**config.mk**
```make
export PLATFORM = sky130hd
export DESIGN_NAME = mips_multicycle_core
export DESIGN_NICKNAME = d
export VERILOG_FILES = /design/src/rtl/mips_pkg.sv /design/src/rtl/mips_mc_ctrl.sv /design/src/rtl/mips_multicycle_core.sv
export SDC_FILE = /design/constraint.sdc
export NUM_CORES = 2
export LEC_CHECK = 0
export CAP_MARGIN = 20
export CORE_ASPECT_RATIO = 0.75
export CORE_UTILIZATION = 50
export DETAILED_ROUTE_END_ITERATION = 12
export PLACE_DENSITY = 0.74
export SLEW_MARGIN = 0
export SYNTH_ARGS = -nofsm -noshare
export SYNTH_HDL_FRONTEND = slang
export SYNTH_SLANG_ARGS = --single-unit
```
**constraint.sdc**
```tcl
create_clock -name i_clk -period 6.9 [get_ports i_clk]
set_input_delay 1.035 -clock i_clk [delete_from_list [all_inputs] [get_ports i_clk]]
set_output_delay 1.035 -clock i_clk [all_outputs]
set_load 0.03 [all_outputs]
```
**src/rtl/mips_pkg.sv**
```systemverilog
// Shared definitions for the multi-cycle MIPS core: opcodes, functs, FSM states, ALU ops.
// Latency: n/a (package only).
// Backpressure: n/a (package only).
package mips_pkg;

    localparam logic [5:0] OP_RTYPE = 6'h00;
    localparam logic [5:0] OP_J     = 6'h02;
    localparam logic [5:0] OP_BEQ   = 6'h04;
    localparam logic [5:0] OP_BNE   = 6'h05;
    localparam logic [5:0] OP_ADDI  = 6'h08;
    localparam logic [5:0] OP_ANDI  = 6'h0C;
    localparam logic [5:0] OP_ORI   = 6'h0D;
    localparam logic [5:0] OP_LW    = 6'h23;
    localparam logic [5:0] OP_SW    = 6'h2B;

    localparam logic [5:0] FN_ADD   = 6'h20;
    localparam logic [5:0] FN_ADDU  = 6'h21;
    localparam logic [5:0] FN_SUB   = 6'h22;
    localparam logic [5:0] FN_SUBU  = 6'h23;
    localparam logic [5:0] FN_AND   = 6'h24;
    localparam logic [5:0] FN_OR    = 6'h25;
    localparam logic [5:0] FN_SLT   = 6'h2A;

    typedef enum logic [2:0] {
        ST_FETCH,
        ST_DECODE,
        ST_EXEC,
        ST_MEM,
        ST_WB,
        ST_HALT
    } state_t;

    typedef enum logic [2:0] {
        ALU_ADD,
        ALU_SUB,
        ALU_AND,
        ALU_OR,
        ALU_SLT
    } alu_op_t;

    typedef enum logic {
        EXT_SIGN,
        EXT_ZERO
    } ext_sel_t;

    // Add/sub wrap modulo 2^32; there is no overflow detection anywhere.
    function automatic logic [31:0] alu_eval(input alu_op_t op,
                                             input logic [31:0] a,
                                             input logic [31:0] b);
        logic [31:0] y;
        y = '0;
        case (op)
            ALU_ADD: y = a + b;
            ALU_SUB: y = a - b;
            ALU_AND: y = a & b;
            ALU_OR:  y = a | b;
            ALU_SLT: y = {31'b0, ($signed(a) < $signed(b))};
            default: y = '0;
        endcase
        return y;
    endfunction

endpackage

```
**src/rtl/mips_mc_ctrl.sv**
```systemverilog
// Control FSM and instruction decode for the multi-cycle core; emits per-state datapath enables.
// Latency: one state per cycle; FETCH and MEM hold until mem_ready.
// Backpressure: mem_ready low in FETCH/MEM freezes the state and every enable.
// Ports: clk/rst_n; opcode/funct from IR; mem_ready, alu_zero, addr_misaligned from the datapath;
//        state plus load/write/select strobes back to the datapath.
module mips_mc_ctrl
    import mips_pkg::*;
(
    input  logic       clk,
    input  logic       rst_n,
    input  logic [5:0] opcode,
    input  logic [5:0] funct,
    input  logic       mem_ready,
    input  logic       alu_zero,
    input  logic       addr_misaligned,
    output state_t     state,
    output logic       ir_load,
    output logic       decode_load,
    output logic       pc_jump,
    output logic       pc_branch,
    output logic       alu_out_load,
    output alu_op_t    alu_op,
    output ext_sel_t   ext_sel,
    output logic       alu_src_imm,
    output logic       mdr_load,
    output logic       reg_write,
    output logic       wb_from_mdr,
    output logic       dst_is_rd,
    output logic       mem_access,
    output logic       mem_we,
    output logic       retire
);

    state_t state_q, state_d;
    logic   is_r, is_j, is_beq, is_bne, is_lw, is_sw, legal;

    assign state = state_q;

    // Instruction decode; only meaningful once IR holds a fetched word.
    always_comb begin
        is_r        = (opcode == OP_RTYPE);
        is_j        = (opcode == OP_J);
        is_beq      = (opcode == OP_BEQ);
        is_bne      = (opcode == OP_BNE);
        is_lw       = (opcode == OP_LW);
        is_sw       = (opcode == OP_SW);
        legal       = 1'b0;
        alu_op      = ALU_ADD;
        ext_sel     = EXT_SIGN;
        alu_src_imm = 1'b1;
        case (opcode)
            OP_RTYPE: begin
                alu_src_imm = 1'b0;
                legal       = 1'b1;
                case (funct)
                    FN_ADD, FN_ADDU: alu_op = ALU_ADD;
                    FN_SUB, FN_SUBU: alu_op = ALU_SUB;
                    FN_AND:          alu_op = ALU_AND;
                    FN_OR:           alu_op = ALU_OR;
                    FN_SLT:          alu_op = ALU_SLT;
                    default:         legal  = 1'b0;
                endcase
            end
            OP_BEQ, OP_BNE: begin
                alu_op      = ALU_SUB;
                alu_src_imm = 1'b0;
                legal       = 1'b1;
            end
            OP_ANDI: begin
                alu_op  = ALU_AND;
                ext_sel = EXT_ZERO;
                legal   = 1'b1;
            end
            OP_ORI: begin
                alu_op  = ALU_OR;
                ext_sel = EXT_ZERO;
                legal   = 1'b1;
            end
            OP_J, OP_ADDI, OP_LW, OP_SW: legal = 1'b1;
            default: legal = 1'b0;
        endcase
    end

    always_ff @(posedge clk or negedge rst_n) begin
        if (!rst_n) begin
            state_q <= ST_FETCH;
        end else begin
            state_q <= state_d;
        end
    end

    always_comb begin
        state_d = state_q;
        case (state_q)
            ST_FETCH:  if (mem_ready) state_d = ST_DECODE;
            ST_DECODE: begin
                if (!legal)    state_d = ST_HALT;
                else if (is_j) state_d = ST_FETCH;
                else           state_d = ST_EXEC;
            end
            ST_EXEC: begin
                if (is_beq || is_bne)    state_d = ST_FETCH;
                else if (is_lw || is_sw) state_d = addr_misaligned ? ST_HALT : ST_MEM;
                else                     state_d = ST_WB;
            end
            ST_MEM: begin
                if (mem_ready) state_d = is_sw ? ST_FETCH : ST_WB;
            end
            ST_WB:   state_d = ST_FETCH;
            ST_HALT: state_d = ST_HALT;
            default: state_d = ST_HALT;
        endcase
    end

    always_comb begin
        ir_load      = 1'b0;
        decode_load  = 1'b0;
        pc_jump      = 1'b0;
        pc_branch    = 1'b0;
        alu_out_load = 1'b0;
        mdr_load     = 1'b0;
        reg_write    = 1'b0;
        wb_from_mdr  = is_lw;
        dst_is_rd    = is_r;
        mem_access   = 1'b0;
        mem_we       = 1'b0;
        retire       = 1'b0;
        case (state_q)
            ST_FETCH: begin
                mem_access = 1'b1;
                ir_load    = mem_ready;
            end
            ST_DECODE: begin
                decode_load = 1'b1;
                // Illegal encodings must leave PC and retire untouched.
                if (legal && is_j) begin
                    pc_jump = 1'b1;
                    retire  = 1'b1;
                end
            end
            ST_EXEC: begin
                alu_out_load = 1'b1;
                if (is_beq || is_bne) begin
                    pc_branch = (is_beq && alu_zero) || (is_bne && !alu_zero);
                    retire    = 1'b1;
                end
            end
            ST_MEM: begin
                mem_access = 1'b1;
                mem_we     = is_sw;
                if (mem_ready) begin
                    retire   = is_sw;
                    mdr_load = !is_sw;
                end
            end
            ST_WB: begin
                reg_write = 1'b1;
                retire    = 1'b1;
            end
            default: ;
        endcase
    end

endmodule

```
**src/rtl/mips_multicycle_core.sv**
```systemverilog
// Multi-cycle MIPS core: datapath (regfile, ALU, PC/IR/A/B/MDR) around the mips_mc_ctrl FSM.
// Latency: j 2, beq/bne 3, ALU/sw 4, lw 5 cycles plus one per memory wait state.
// Backpressure: a request holds addr/we/wdata and the FSM until i_mem_ready; one request at a time.
// Ports: i_clk/i_rst_n; shared memory port o_mem_req/we/addr/wdata, i_mem_ready/rdata;
//        status o_pc (instruction in flight), o_retire (pulse), o_halt (sticky).
module mips_multicycle_core
    import mips_pkg::*;
#(
    parameter int                 ADDR_W       = 32,
    parameter logic [ADDR_W-1:0] RESET_VECTOR = '0
) (
    input  logic              i_clk,
    input  logic              i_rst_n,
    output logic              o_mem_req,
    output logic              o_mem_we,
    output logic [ADDR_W-1:0] o_mem_addr,
    output logic [31:0]       o_mem_wdata,
    input  logic              i_mem_ready,
    input  logic [31:0]       i_mem_rdata,
    output logic [ADDR_W-1:0] o_pc,
    output logic              o_retire,
    output logic              o_halt
);

    state_t      state;
    logic        ir_load, decode_load, pc_jump, pc_branch, alu_out_load;
    logic        mdr_load, reg_write, wb_from_mdr, dst_is_rd, mem_access, mem_we, retire;
    alu_op_t     alu_op;
    ext_sel_t    ext_sel;
    logic        alu_src_imm;

    logic [ADDR_W-1:0] pc, pc_cur, target, jump_target;
    logic [31:0]       ir, a, b, mdr, alu_out;
    logic [31:0]       regs [32];
    logic              retire_q;

    logic [4:0]  rs, rt, rd, dst;
    logic [31:0] rf_a, rf_b, imm_ext, alu_b, alu_y, wb_data;
    logic [31:0] br_off32, pc_ext, jt32;

    mips_mc_ctrl u_ctrl (
        .clk             (i_clk),
        .rst_n           (i_rst_n),
        .opcode          (ir[31:26]),
        .funct           (ir[5:0]),
        .mem_ready       (i_mem_ready),
        .alu_zero        (alu_y == 32'd0),
        .addr_misaligned (alu_y[1:0] != 2'b00),
        .state           (state),
        .ir_load         (ir_load),
        .decode_load     (decode_load),
        .pc_jump         (pc_jump),
        .pc_branch       (pc_branch),
        .alu_out_load    (alu_out_load),
        .alu_op          (alu_op),
        .ext_sel         (ext_sel),
        .alu_src_imm     (alu_src_imm),
        .mdr_load        (mdr_load),
        .reg_write       (reg_write),
        .wb_from_mdr     (wb_from_mdr),
        .dst_is_rd       (dst_is_rd),
        .mem_access      (mem_access),
        .mem_we          (mem_we),
        .retire          (retire)
    );

    assign rs  = ir[25:21];
    assign rt  = ir[20:16];
    assign rd  = ir[15:11];
    assign dst = dst_is_rd ? rd : rt;

    assign rf_a = (rs == 5'd0) ? 32'd0 : regs[rs];
    assign rf_b = (rt == 5'd0) ? 32'd0 : regs[rt];

    assign imm_ext = (ext_sel == EXT_ZERO) ? {16'b0, ir[15:0]} : {{16{ir[15]}}, ir[15:0]};
    assign alu_b   = alu_src_imm ? imm_ext : b;
    assign alu_y   = alu_eval(alu_op, a, alu_b);
    assign wb_data = wb_from_mdr ? mdr : alu_out;

    // pc already holds PC+4 when DECODE runs, so both targets are formed from it.
    assign br_off32    = {{14{ir[15]}}, ir[15:0], 2'b00};
    assign pc_ext      = 32'(pc);
    assign jt32        = (pc_ext & 32'hF000_0000) | {4'b0, ir[25:0], 2'b00};
    assign jump_target = jt32[ADDR_W-1:0];

    always_ff @(posedge i_clk or negedge i_rst_n) begin
        if (!i_rst_n) begin
            pc       <= RESET_VECTOR;
            pc_cur   <= RESET_VECTOR;
            target   <= '0;
            ir       <= '0;
            a        <= '0;
            b        <= '0;
            mdr      <= '0;
            alu_out  <= '0;
            retire_q <= 1'b0;
        end else begin
            retire_q <= retire;
            if (ir_load) begin
                ir     <= i_mem_rdata;
                pc     <= pc + ADDR_W'(4);
                pc_cur <= pc;
            end
            if (decode_load) begin
                a      <= rf_a;
                b      <= rf_b;
                target <= pc + br_off32[ADDR_W-1:0];
            end
            if (pc_jump)      pc      <= jump_target;
            if (pc_branch)    pc      <= target;
            if (alu_out_load) alu_out <= alu_y;
            if (mdr_load)     mdr     <= i_mem_rdata;
        end
    end

    always_ff @(posedge i_clk or negedge i_rst_n) begin
        if (!i_rst_n) begin
            for (int i = 0; i < 32; i++) regs[i] <= '0;
        end else if (reg_write && dst != 5'd0) begin
            regs[dst] <= wb_data;
        end
    end

    // Gating with the reset pin drops an in-flight request the moment reset asserts
    // and keeps the port idle while reset is held.
    assign o_mem_req   = mem_access & i_rst_n;
    assign o_mem_we    = mem_we;
    assign o_mem_addr  = (state == ST_MEM) ? alu_out[ADDR_W-1:0] : pc;
    assign o_mem_wdata = b;
    assign o_pc        = pc_cur;
    assign o_retire    = retire_q;
    assign o_halt      = (state == ST_HALT);

endmodule

```
Yosys cells after proc, flatten, opt, wreduce, memory -nomap -nowiden
Index checks and enable logic that the tools add are counted.
{"block": "word_totals", "out_inout_bits": 100, "ff_bits": 1284, "inputBits": 35, "wordCells": 160}
{"block": "op_classes", "n_eq_ne": 26, "mux": 49, "n_bitwise": 7, "reduce_logical": 27, "order_cmp": 5, "n_addsub": 4}
{"cell": "$bwmux 1024", "n": 1}
{"cell": "$mux 32", "n": 14}
{"cell": "$bmux 32 s5", "n": 2}
{"cell": "$demux 32 s5", "n": 1}
{"cell": "$pmux 32 s5", "n": 1}
{"cell": "$add 32x32->32", "n": 2}
{"cell": "$eq 6x6->1 const B", "n": 9}
{"cell": "$add 32x3->32 const B", "n": 1}
{"cell": "$and 32x32->32", "n": 1}
{"cell": "$logic_not 32->1", "n": 1}
{"cell": "$lt 32x32->1", "n": 1}
{"cell": "$or 32x28->32", "n": 1}
{"cell": "$or 32x32->32", "n": 1}
{"cell": "$sub 32x32->32", "n": 1}
{"cell": "$pmux 3 s4", "n": 2}
{"cell": "$mux 3", "n": 7}
{"cell": "$eq 6x4->1 const B", "n": 3}
{"cell": "$ge 6x6->1 const B", "n": 3}
{"cell": "$not 5->6", "n": 3}
{"cell": "$mux 1", "n": 16}
{"cell": "$pmux 3 s5", "n": 1}
{"cell": "$eq 3x2->1 const B", "n": 4}
{"cell": "$eq 6x3->1 const B", "n": 2}
{"cell": "$logic_not 5->1", "n": 2}
{"cell": "23 further kinds", "n": 38}

Longest topological paths before layout
{"block": "logic_depth", "ltp_word": 14, "depth_mapped": 24, "depth_no_buf": 20}

Cells and area by module
A second synthesis with hierarchy kept.
{"block": "hier_totals", "cells_unflattened": 6374, "area_unflattened_um2": 69979.6}
{"mod": "mips_multicycle_core", "instances": 1, "cells_per_inst": 6303, "area_per_inst_um2": 69480.4}
{"mod": "mips_mc_ctrl", "instances": 1, "cells_per_inst": 71, "area_per_inst_um2": 499.2}

Worst setup path after synthesis
Ideal clock, no wire load.
{"block": "synth_path", "kind": "flip-flop to flip-flop", "from": "register ir[26]", "to": "register pc[11]", "t_arrival_ns": 5.701, "setup_slack_ns": 1.074, "period_less_slack_ns": 5.826, "path_buffers": 4, "stages_incl_launch_ff": 24, "required_ns": 6.775, "path_cell_list": "dfrtp_1 clkbuf_1 nor2b_1 nor2_1 nand2_1 buf_1 mux2_2 inv_1 ha_1 clkbuf_1 or3_1 nand2b_1 a2111oi_0 nor3_1 a2111o_1 nand4_1 nand4b_1 nor4_1 and4b_1 nand4_1 or4_1 a21o_1 buf_6 mux2_4"}
{"block": "synth_between", "elab_chain_len": 14, "word_cells_on_any_way": 43}
{"element": "start, declared", "line": "mips_multicycle_core.sv:33", "source": "logic [31:0] ir, a, b, mdr, alu_out;"}
{"element": "start signal, assigned", "line": "mips_multicycle_core.sv:100", "source": "ir <= i_mem_rdata;"}
{"element": "$eq 6x4->1", "line": "mips_mc_ctrl.sv:51", "source": "case (opcode)"}
{"element": "$reduce_or 2->1 (no line)"}
{"element": "$mux 1", "line": "mips_mc_ctrl.sv:51"}
{"element": "$mux 32", "line": "mips_multicycle_core.sv:75", "source": "assign imm_ext = (ext_sel == EXT_ZERO) ? {16'b0, ir[15:0]} : {{16{ir[15]}}, ir[15:0]};"}
{"element": "$mux 32", "line": "mips_multicycle_core.sv:76", "source": "assign alu_b = alu_src_imm ? imm_ext : b;"}
{"element": "$sub 32x32->32, or another cell as far along", "line": "mips_pkg.sv:54", "source": "ALU_SUB: y = a - b;"}
{"element": "$pmux 32 s5", "line": "mips_pkg.sv:52", "source": "case (op)"}
{"element": "$logic_not 32->1", "line": "mips_multicycle_core.sv:47", "source": ".alu_zero (alu_y == 32'd0),"}
{"element": "$logic_not 1->1", "line": "mips_mc_ctrl.sv:144", "source": "pc_branch = (is_beq && alu_zero) || (is_bne && !alu_zero);"}
{"element": "$logic_and 1x1->1", "line": "mips_mc_ctrl.sv:144"}
{"element": "$logic_or 1x1->1", "line": "mips_mc_ctrl.sv:144"}
{"element": "$mux 1", "line": "mips_mc_ctrl.sv:143", "source": "if (is_beq || is_bne) begin"}
{"element": "$mux 1", "line": "mips_mc_ctrl.sv:128", "source": "case (state_q)"}
{"element": "$reduce_bool 3->1 (no line) or $mux 32 (tied branches)"}
{"element": "end signal, assigned", "line": "mips_multicycle_core.sv:101", "source": "pc <= pc + ADDR_W'(4);"}
{"element": "end signal, assigned", "line": "mips_multicycle_core.sv:109", "source": "if (pc_jump) pc <= jump_target;"}
{"element": "end signal, assigned", "line": "mips_multicycle_core.sv:110", "source": "if (pc_branch) pc <= target;"}
{"element": "end, declared", "line": "mips_multicycle_core.sv:32", "source": "logic [ADDR_W-1:0] pc, pc_cur, target, jump_target;"}
Several ways; a longest one is shown, not always the timed one.
A chain may end at the register's enable or synchronous reset.

Worst setup path after layout
{"block": "layout_path", "from": "register ir[28]", "to": "register pc[6]"}
The elaborated chain is that of the path after synthesis.

==> out/results.tsv <==
stage	metric	value	unit
status	status	completed	
drt	via count	54900	
clocking	CTS clk-pin slew, worst paths	0.06	ns
final_layout	final non-filler cell total	8310	
global_routing	initial antenna violation count	3	
setup_path	R2R depth	19	
floorplan	IO Pins	135	
synthesis	Synth Flop Type	dfrtp_1	
timing	RSZ-0062 raised after global routing	false	
synthesis	EDFF count, synth	0	
timing	Worst Tran Pin Value	1.15	ns
synthesis	Mapped Area	70100	µm²
placed_design	dpl ws	0.198	ns
timing	period utilization	94.5	%
synthesis	Synth warnings	0	
setup_path	Setup CP Type	reg2reg	
floorplan	initial core utilization	50.6	%
synthesis	syn_area_per_cell	10.8	µm²
global_routing	met2 Use GR	47.7	%
timing	final setup margin	0.377	ns
clocking	setup bufs post-CTS	0	
floorplan	DIE WIDTH	434	µm
drt	Residual DRC	0	
global_routing	total congestion overflow	0	
placed_design	I/O Buffers	134	
synthesis	Synth cell types	87	
placed_design	GPL Wtd Cong	0.992	
floorplan	die area	142000	µm²
clocking	Worst-Skew Late Latency	0.82	ns
timing	Post-Route Setup TNS	0	ns
clocking	CTS sink count	1284	
synthesis	post-synthesis async set-or-reset flop share	100	%
setup_path	worst reg2reg endpoint	pc[6]	
global_routing	met3 Use GR	9.20	%
pwr	worst vdd ir	0.367	mV
synthesis	synth top area cells	dfrtp_1 46%, mux4_2 19%, a21oi_1 4.9%	
final_layout	Area Overhead vs Synth	11.3	%
global_routing	Total GRT Usage	32.5	%
timing	setup-violating endpoint count in the final report	0	
global_routing	vias in the first global route	54400	
synthesis	leading area contributor after synthesis	dfrtp_1	
pwr	cell leakage power	33.3	nW
final_layout	fillers	11200	
floorplan	row count	118	
setup_path	Reg2Reg Setup Slack	0.38	ns
clocking	CTS H-tree lvls	4	
global_routing	GRT busiest layer	met2	
floorplan	die extent in y	326	µm
final_layout	layout net count	6511	
synthesis	synthesis-stage register bit count	1284	
setup_path	slowest stage cell, crit path	or4b_2	
clocking	clk buf depth	3	
setup_path	worst endpoint data arrival time	7.19	ns
setup_path	CP endpoint kind	flip-flop	
global_routing	met1 usage	45.9	%
setup_path	CP max stage delay	0.67	ns
timing	Period minus WS final	6.52	ns
global_routing	first-pass GRT wire length	345000	µm
clocking	CTS Root Cell	clkbuf_16	
run	max_cap viols	0	
floorplan	core box area	139000	µm²
synthesis	Syn Inst Count	6508	
placed_design	Post-DP HPWL	148000	µm
timing	max_slew headroom	23.3	%
global_routing	largest net degree at the start of global routing	189	
setup_path	Critical R2R Launch	ir[28]	
synthesis	sequential cell area fraction in the yosys report	45.8	%
setup_path	crit path max fanout	33	
synthesis	syn nets	6674	
setup_path	CP required	7.57	ns
timing	max-slew violation count	0	
setup_path	Worst setup SP type	flip-flop	
clocking	total CTS buffers	132	
synthesis	area share of the leading cell type in the synthesized netlist	45.8	%
setup_path	crit path buf inv count	2	
clocking	CTS tree	built	
drt	total wire length	228000	µm
setup_path	critical-path cell list	nor2b_1 > nor2_1 > nand2_1 > buf_12 > mux2_2 > inv_1 > ha_1 > a211oi_1 > o21ai_1 > a21oi_1 > o21ai_1 > a41oi_1 > xnor2_1 > a21oi_1 > nand3_1 > or4b_2 > or4_1 > a21o_4 > mux2_4	
timing	achievable clock frequency	153	MHz
drt	DR pass1 iterations	8	
pwr	PD cells	505	nW/µm²
drt	ANT nets after route	0	
drt	initial DRC count	7434	
setup_path	Top delay family on crit path	compound AO/OA/AOI/OAI gates	
drt	vias per cell	6.61	
drt	Wirelength per Cell	27.4	µm
placed_design	placed insts	8069	
min_path	Hold Path Class	in2async	
timing	Fin. Hold Viols	0	
final_layout	layout cell share with drive strength beyond 1	19.9	%
timing	Worst Clk Skew	0.0346	ns
-- repair_timing --
item / CTS / global route
endpoints found under the setup margin: 0 / 30
hold buffers: 0 / 0
gates resized for setup: 0 / 2
-- worst max-delay path by stage --
stage | from | to | slack [ns] | cells past startpoint
finish | ir[28] | pc[6] | 0.38 | 19
global route | ir[28] | pc[6] | 0.07 | 19
CTS | ir[28] | pc[8] | 0.14 | 21
detailed placement | ir[28] | pc[8] | 0.20 | 21
global placement | ir[28] | pc[8] | 0.20 | 21
floorplan | ir[26] | pc[11] | 1.07 | 23
-- where the power goes --
group / switching (W) / internal, W / total (W)
combinational: 0.0113 / 0.00806 / 0.0194
sequential: 0.00259 / 0.00996 / 0.0125
clock: 0.00319 / 0.00430 / 0.00749
total: 0.0171 / 0.0223 / 0.0394
-- flip-flops by register name (all words and copies together) (netlist names) --
signal        count
o_retire          1
o_mem_wdata      32
alu_out          32
o_pc             32
pc               32
target           32
mdr              32
regs           1024
ir               32
u_ctrl.state      3
a                32
-- kinds of logic (layout without fill, tap and decap cells) --
kind of cell,after synthesis,in the layout,synth area share [%]
and+or+nand+nor,1798,1798,10.8
xor gates and xnor gates,46,46,0.575
DFF,1284,1284,45.8
buffers and inverters,732,672,4.00
muxes,863,863,23.1
other,0,2,0
AOI/OAI and AO/OA,1654,1654,13.4
adders and majority gates,131,131,2.37
-- cells in the mapped netlist (all sizes together) (6+ instances only) --
cell type  count
dfrtp       1284
nand2        808
a21oi        691
nor2         679
mux4         576
o21ai        566
clkbuf       506
mux2         212
ha           128
inv          125
buf          101
o22ai         77
mux2i         75
nor2b         71
o31ai         47
nor3          42
a211oi        38
nand3         36
xnor2         30
a21o          28
nand2b        28
o21a          26
and3          25
o32ai         21
o211ai        20
a31oi         19
and2          18
nand4         16
xor2          16
a221o         14
or3           14
a2111oi       12
nor4          12
o21bai        11
o311ai        11
nand3b         9
nor3b          9
or2            8
o2111ai        6
-- placed cells by master (no fill, tap or decap), drive strengths merged, types with 12 or more instances in the layout --
master / n
nand2b: 28
clkbuf: 191
a31oi: 19
mux2i: 75
o21a: 26
nor3: 42
clkdlybuf4s50: 133
a21oi: 691
mux4: 576
a211oi: 38
mux2: 212
clkinv: 29
dfrtp: 1284
nor2b: 71
o31ai: 47
a2111oi: 12
or3: 14
inv: 131
nand3: 36
nand2: 808
o22ai: 77
buf: 177
o32ai: 21
ha: 128
nor4: 12
and3: 25
and2: 18
o21ai: 566
a21o: 28
o211ai: 20
xnor2: 30
a221o: 14
nand4: 16
nor2: 679
xor2: 16
-- metrics by stage --
| stage | instance area [µm²] | power (W) | hold WS (ns) | utilization, % |
|---|---|---|---|---|
| 2_1_floorplan | 70100 | 0.0247 | 0.439 | - |
| 3_5_place_dp | 73500 | 0.0314 | 0.382 | 53.0 |
| 5_1_grt | 78100 | 0.0413 | 0.235 | 56.3 |
| 4_1_cts | 78000 | 0.0390 | 0.187 | 56.3 |
| 6_report | 78100 | 0.0394 | 0.187 | 56.3 |
| 3_3_place_gp | 73400 | 0.0309 | 0.376 | 52.9 |
-- metal layers --
metal	vias up	wire length, µm
met4	2	8700
met3	578	26700
li1	23200	-
met2	3235	102000
met5	-	13
met1	27900	90600
-- area by class of cell --
| type | instances | area, µm² | share of cell area (%) |
|---|---|---|---|
| multi-input cells | 4492 | 35500 | 45.5 |
| flip-flops and latches | 1284 | 32200 | 41.2 |
| clock buffers | 191 | 3890 | 4.98 |
| repair buffers | 310 | 3020 | 3.86 |
| well taps | 1860 | 2330 | 2.98 |
| clock inverters | 46 | 643 | 0.824 |
| inverters | 125 | 469 | 0.601 |
| diodes | 2 | 5.00 | 0.00641 |
Note: power is estimated with default switching activity, not from simulation.
